## src/rtl/lock_access_ctrl.sv

```systemverilog
// Keypad lock controller: collects a multi-digit code, compares it with a
// reprogrammable stored code, drives timed unlock/alarm and a failure lockout.
module lock_access_ctrl #(
  parameter int DIGIT_W     = 4,
  parameter int CODE_LEN    = 4,
  parameter int MAX_FAILS   = 3,
  parameter int UNLOCK_CYC  = 50,
  parameter int LOCKOUT_CYC = 200,
  parameter logic [DIGIT_W*CODE_LEN-1:0] DEFAULT_CODE = 16'h1234
) (
  input  logic                             clk,
  input  logic                             reset,
  input  logic                             key_valid,
  input  logic [DIGIT_W-1:0]               key_digit,
  input  logic                             key_enter,
  input  logic                             key_clear,
  input  logic                             prog_we,
  input  logic [DIGIT_W*CODE_LEN-1:0]      prog_code,
  output logic                             unlock,
  output logic                             alarm,
  output logic                             fail_pulse,
  output logic                             prog_ack,
  output logic [$clog2(MAX_FAILS+1)-1:0]   fail_cnt
);

  localparam int CODE_W = DIGIT_W * CODE_LEN;
  localparam int CNT_W  = $clog2(CODE_LEN + 1);
  localparam int FAIL_W = $clog2(MAX_FAILS + 1);
  localparam int MAXCYC = (UNLOCK_CYC > LOCKOUT_CYC) ? UNLOCK_CYC : LOCKOUT_CYC;
  localparam int TMR_W  = $clog2(MAXCYC + 1);

  localparam logic [2:0] S_IDLE    = 3'd0;
  localparam logic [2:0] S_ENTRY   = 3'd1;
  localparam logic [2:0] S_CHECK   = 3'd2;
  localparam logic [2:0] S_OPEN    = 3'd3;
  localparam logic [2:0] S_LOCKOUT = 3'd4;

  logic [2:0]        state_q, state_d;
  logic [CODE_W-1:0] entry_q, entry_d;
  logic [CODE_W-1:0] stored_q, stored_d;
  logic [CNT_W-1:0]  count_q, count_d;
  logic              ovf_q, ovf_d;
  logic [TMR_W-1:0]  timer_q, timer_d;
  logic [FAIL_W-1:0] fail_cnt_q, fail_cnt_d;
  logic              unlock_q, unlock_d;
  logic              alarm_q, alarm_d;
  logic              fail_pulse_q, fail_pulse_d;
  logic              prog_ack_q, prog_ack_d;
  logic              match;

  assign match = (count_q == CNT_W'(CODE_LEN)) && !ovf_q && (entry_q == stored_q);

  always_comb begin
    state_d      = state_q;
    entry_d      = entry_q;
    stored_d     = stored_q;
    count_d      = count_q;
    ovf_d        = ovf_q;
    timer_d      = timer_q;
    fail_cnt_d   = fail_cnt_q;
    unlock_d     = unlock_q;
    alarm_d      = alarm_q;
    fail_pulse_d = 1'b0;
    prog_ack_d   = 1'b0;

    case (state_q)
      S_IDLE, S_ENTRY: begin
        if (key_clear) begin
          entry_d = '0;
          count_d = '0;
          ovf_d   = 1'b0;
          state_d = S_IDLE;
        end else if (key_enter) begin
          state_d = S_CHECK;
        end else if (key_valid) begin
          entry_d = (entry_q << DIGIT_W) | CODE_W'(key_digit);
          // count saturates; any further digit marks the entry as overlong
          if (count_q == CNT_W'(CODE_LEN)) ovf_d = 1'b1;
          else count_d = count_q + 1'b1;
          state_d = S_ENTRY;
        end
      end
      S_CHECK: begin
        entry_d = '0;
        count_d = '0;
        ovf_d   = 1'b0;
        if (match) begin
          state_d    = S_OPEN;
          unlock_d   = 1'b1;
          fail_cnt_d = '0;
          timer_d    = TMR_W'(UNLOCK_CYC - 1);
        end else begin
          fail_pulse_d = 1'b1;
          if (fail_cnt_q == FAIL_W'(MAX_FAILS - 1)) begin
            state_d    = S_LOCKOUT;
            alarm_d    = 1'b1;
            timer_d    = TMR_W'(LOCKOUT_CYC - 1);
            fail_cnt_d = FAIL_W'(MAX_FAILS);
          end else begin
            fail_cnt_d = fail_cnt_q + 1'b1;
            state_d    = S_IDLE;
          end
        end
      end
      S_OPEN: begin
        if (prog_we) begin
          stored_d   = prog_code;
          prog_ack_d = 1'b1;
        end
        if (timer_q == '0) begin
          state_d  = S_IDLE;
          unlock_d = 1'b0;
        end else begin
          timer_d = timer_q - 1'b1;
        end
      end
      S_LOCKOUT: begin
        if (timer_q == '0) begin
          state_d    = S_IDLE;
          alarm_d    = 1'b0;
          fail_cnt_d = '0;
        end else begin
          timer_d = timer_q - 1'b1;
        end
      end
      default: state_d = S_IDLE;
    endcase
  end

  always_ff @(posedge clk) begin
    if (reset) begin
      state_q      <= S_IDLE;
      entry_q      <= '0;
      stored_q     <= DEFAULT_CODE;
      count_q      <= '0;
      ovf_q        <= 1'b0;
      timer_q      <= '0;
      fail_cnt_q   <= '0;
      unlock_q     <= 1'b0;
      alarm_q      <= 1'b0;
      fail_pulse_q <= 1'b0;
      prog_ack_q   <= 1'b0;
    end else begin
      state_q      <= state_d;
      entry_q      <= entry_d;
      stored_q     <= stored_d;
      count_q      <= count_d;
      ovf_q        <= ovf_d;
      timer_q      <= timer_d;
      fail_cnt_q   <= fail_cnt_d;
      unlock_q     <= unlock_d;
      alarm_q      <= alarm_d;
      fail_pulse_q <= fail_pulse_d;
      prog_ack_q   <= prog_ack_d;
    end
  end

  assign unlock     = unlock_q;
  assign alarm      = alarm_q;
  assign fail_pulse = fail_pulse_q;
  assign prog_ack   = prog_ack_q;
  assign fail_cnt   = fail_cnt_q;

endmodule

```

## config.mk

```make
export PLATFORM = sky130hd
export DESIGN_NAME = lock_access_ctrl
export DESIGN_NICKNAME = d
export VERILOG_FILES = /design/src/rtl/lock_access_ctrl.sv
export SDC_FILE = /design/constraint.sdc
export NUM_CORES = 1
export LEC_CHECK = 0
export ABC_AREA = 1
export CAP_MARGIN = 20
export CORE_MARGIN = 4
export CORE_UTILIZATION = 55
export CTS_BUF_LIST = sky130_fd_sc_hd__clkbuf_16
export DETAILED_ROUTE_END_ITERATION = 7
export PLACE_DENSITY = 0.76
export SLEW_MARGIN = 20
export SYNTH_ARGS = -nofsm -noshare
export SYNTH_HDL_FRONTEND = slang
export SYNTH_SLANG_ARGS = --single-unit
```

## constraint.sdc

```tcl
create_clock -name clk -period 4.57 [get_ports clk]
set_clock_uncertainty 0.1 [all_clocks]
set_input_delay 0.914 -clock clk [delete_from_list [all_inputs] [get_ports clk]]
set_output_delay 0.914 -clock clk [all_outputs]
set_load 0.05 [all_outputs]
```

**Word level (Yosys, flattened, before mapping)**

Index checks and enable logic that the tools add are counted.

- Logic and storage cells: 96
- Register bits: 53

- Reductions and logical operators: 22
- Add/sub/neg operators: 3
- Equal/unequal tests: 20
- Bitwise gates (word level): 3
- Mux-type cells: 37

Operator list:

| cell | count |
|---|---|
| 16-bit two-way mux | 3 |
| 16-bit one-hot mux with 2 select lines | 1 |
| 3-bit two-way mux | 10 |
| 8-bit two-way mux | 3 |
| 16-bit equality test | 1 |
| 16-bit by 4-bit OR with 16-bit output | 1 |
| 8-bit one-hot mux with 2 select lines | 1 |
| 3-bit != test, second input constant | 5 |
| 2-bit != test, second input constant | 6 |
| 4-bit AND reduction | 3 |
| 1-bit two-way mux | 10 |
| 3-bit one-hot mux with 3 select lines | 1 |
| 3-bit AND reduction | 3 |
| 8-bit zero test | 1 |
| 2-bit nonzero test | 4 |
| 2-bit OR reduction | 4 |
| 8-bit by 1-bit subtractor with 8-bit output, second input constant | 1 |
| 3-bit by 2-bit equality test with 1-bit output, second input constant | 2 |
| 3-bit equality test, second input constant | 2 |
| 2-bit two-way mux | 3 |
| 1-bit one-hot mux with 2 select lines | 3 |
| 3-bit one-hot mux with 2 select lines | 1 |
| 2-bit AND reduction | 3 |
| 4-bit != test, second input constant | 1 |
| other kinds (10) | 12 |

**Logic depth before layout (Yosys ltp)**

- Word-level depth: 6
- Mapped depth: 14
- Gate-level depth less buffers: 14

**Least setup slack after synthesis**

No wires, ideal clock.

- Path kind: input-to-reg
- Start: in reset
- End: reg entry_q[0]
- Arrival time: 1,616 ps
- Path slack: 2,711 ps
- Cell stages on the path: 3
- Required time: 4,327 ps
- Setup time: 143 ps
- Path buffers: 2
- Cells stage by stage: clkbuf_1 -> clkbuf_1 -> a211oi_1

RTL lines:

| item | RTL line | RTL |
|---|---|---|
| start, declared | 12 | `input logic reset,` |
| end signal, assigned | 145 | `entry_q <= entry_d;` |
| end, declared | 39 | `logic [CODE_W-1:0] entry_q, entry_d;` |

No word-level cell between the ends.

**Worst setup path in the final report**

- Start: reg fail_cnt_q[1] (netlist: fail_cnt[1])
- End: out fail_cnt[1]

RTL lines:

| item | RTL line | RTL |
|---|---|---|
| start, declared | 44 | `logic [FAIL_W-1:0] fail_cnt_q, fail_cnt_d;` |
| start signal, assigned | 150 | `fail_cnt_q <= fail_cnt_d;` |
| end, declared | 23 | `output logic [$clog2(MAX_FAILS+1)-1:0] fail_cnt` |

No word-level cell between the ends.

==> impl_metrics.toml <==
[grt]
gr-usage-all-layers = 0.2224
grt_antenna_before_repair = 0
grt_pass1_wl_mm = 11.08
grt_max_degree = 32
grt_remaining_overflow = 0
grt_pass1_vias = 2491

[cells_and_area]
fillers = 455
most-common-layout-cells = "nand2_1, inv_1, dfxtp_1"
drive_gt1_frac = 0.08009
areaGrowthSynthToFinish_pct = 18.06
diodes = 0
post_layout_nonfiller_instances = 504
multi_input_area_um2 = 1419
final_common_cell = "nand2_1"
register_area_um2 = 1061
nets = 467
final_area_um2 = 3279

[critical_path]
crit_family = "buffers and inverters"
rrSetupSlack_ns = 2.54
worstReg2RegStart = "state_q[2]"
worst-path-buf-inv = 1
ff2ff_path_depth = 5
cp.arrival_ns = 1.46
worstReg2RegEnd = "stored_q[9]"
cpMaxStageDelayCell = "clkdlybuf4s50_1"
critPathKind = "flip-flop to output pin"
startpoint_type = "flip-flop"
critPathRequiredTime_ns = 3.56
end_kind = "output pin"
worstPathCellList = "clkdlybuf4s50_1"
critPathMaxStageDelay_ns = 0.81
path_max_fanout = 3

[drt]
ant_nets = 0
vias = 2606
drt-pass1-iter-count = 4
routedWlPerCell_um = 12.65
drt_drc_violations_left = 0
finalWirelength_mm = 6.374
avgViaCountPerCell = 5.171
drt_iter0_drc = 117

[floorplanning]
dieArea_um2 = 6251
io_pins = 32
num_rows = 25
die_h_um = 79.07
design.core.area_um2 = 4817
dieWidth_um = 79.07
start_util = 0.5766

[sta]
slew_violations = 0
finalHoldViolCount = 0
fin_crit_sh = 0.5412
finalSetupViolCount = 0
slew_headroom = 0.4910
rsz0062_at_grt = "no"
fin_crit_ns = 2.473
fmax_ghz = 0.4043
timing.hold.ws_ns = 0.3494
max_slew.worst_pin.slew_ns = 0.7626
setup_tns_ns = 0

[worst_hold_path]
worstHoldEndpoint = "alarm"
worstHoldStart = "alarm"
whs_path_depth = 2
holdCritPathClass = "flip-flop to flip-flop"

[clock_network]
cts.sinks = 53
cts_resized = 0
clk_path_buf_depth = 2
cts_setup_buffers = 0
numCtsBuffers = 5
cts_tree = "done"
clk_latency_ns = 0.29
htreeDepth = 2
ctsHoldBuffers = 0
clkSlewWorstSetupHoldPaths_ns = 0.07
root_buffer = "clkbuf_16"

[placement]
place_inst = 496
io_buffer_count = 31
place_area_um2 = 3117
dp_hpwl_mm = 4.726
place.gp.congestion = 0.8865

[logic_synthesis]
avgSynthCellArea_um2 = 6.808
syn-num-nets = 439
ys_ff_latch = 53
synth_cells = 408
syn_area_um2 = 2778
yosysWarningCount = 0
yosysUniqueCellTypes = 34
synth_seq_area_share = 0.3820

[power_and_ir_drop]
irDropWorstVdd_v = 0.0001712
power_density_nw_per_um2 = 340.1
p_total_mw = 1.115
p_leak_nw = 1.478

[run]
max-cap-violations = 0

[run_status]
outcome = "finished, final reports clean"
-- cells by family after synthesis --
logic type,after synthesis,share of synthesized area
buffers and inverters,73,0.1072
XOR/XNOR,3,0.009461
AND/OR/NAND/NOR,188,0.2928
AO/OA/AOI/OAI,86,0.1860
adder cells (fa/ha/maj),5,0.02252
flip-flops,53,0.3820
-- layer usage --
metal  up-vias  share of wire  track usage
met4         0          0.019      0.08247
met5         -              0            0
met2        59           0.47       0.3620
li1       1357              -            -
met1      1179           0.47       0.2913
met3        11          0.045      0.04422
-- registers in the layout, indices dropped and copies added (netlist names) --
signal	flops
count_q	3
timer_q	8
fail_cnt	2
alarm	1
state_q	3
entry_q	16
prog_ack	1
unlock	1
ovf_q	1
fail_pulse	1
stored_q	16
-- worst max path at each step --
stage           startpoint          end  slack (ns)  cells past startpoint
2_1_floorplan        reset   entry_q[0]        2.71                      3
3_3_place_gp       prog_we  stored_q[5]        1.84                      5
3_5_place_dp       prog_we  stored_q[2]        1.80                      5
4_1_cts        fail_cnt[0]  fail_cnt[0]        2.08                      1
5_1_grt            prog_we  stored_q[5]        1.91                      5
6_report       fail_cnt[1]  fail_cnt[1]        2.10                      1
-- synth_stat cells --
library cell	n	area [um^2]
nand2_1	111	416.7
inv_1	56	210.2
dfxtp_1	53	1061
a21oi_1	44	220.2
nor2_1	38	142.6
o21ai_0	22	110.1
nand3_1	19	95.09
a211oi_2	7	87.58
a211oi_1	6	45.04
clkbuf_1	6	22.52
ha_1	5	62.56
inv_2	4	15.01
nand2_4	4	45.04
nand4_1	4	25.02
nor3_1	3	15.01
o21ai_2	3	26.28
buf_2	2	10.01
nand2_2	2	12.51
nand3_2	2	20.02
nor2_2	2	12.51
xnor2_1	2	17.52
a21oi_2	1	8.760
and3_1	1	6.260
buf_1	1	3.750
buf_6	1	11.26
buf_8	1	15.01
clkinv_1	1	3.750
inv_4	1	6.260
nor3_4	1	16.27
o211ai_1	1	7.510
o21ai_1	1	5.000
o22ai_1	1	6.260
or2_2	1	6.260
xor2_1	1	8.760
-- through the flow --
stage / utilization / worst slack (ns)
after floorplan: - / 2.711
after global placement: 0.6470 / 1.836
after detailed placement: 0.6470 / 1.800
after CTS: 0.6808 / 2.085
after global routing: 0.6808 / 1.912
final: 0.6808 / 2.097
-- worst min-delay path, delay by kind of cell (launching register included) --
family / cells / cell delay (ns)
compound gates: 1 / 0.05
buf+inv: 1 / 0.05
flops: 1 / 0.31
-- final cells by class --
| cell class | count | area share |
|---|---|---|
| timing repair buffer | 32 | 0.09691 |
| tap | 67 | 0.02556 |
| clock buffer | 5 | 0.03815 |
| multi-input combinational | 282 | 0.4327 |
| sequential | 53 | 0.3235 |
| clock inverter | 3 | 0.01145 |
| inverter | 62 | 0.07173 |
-- power breakdown --
group / internal (mW) / switching, mW
clock: 0.255 / 0.163
combinational: 0.0751 / 0.121
sequential: 0.485 / 0.0167
(Power assumes the default switching activity.)
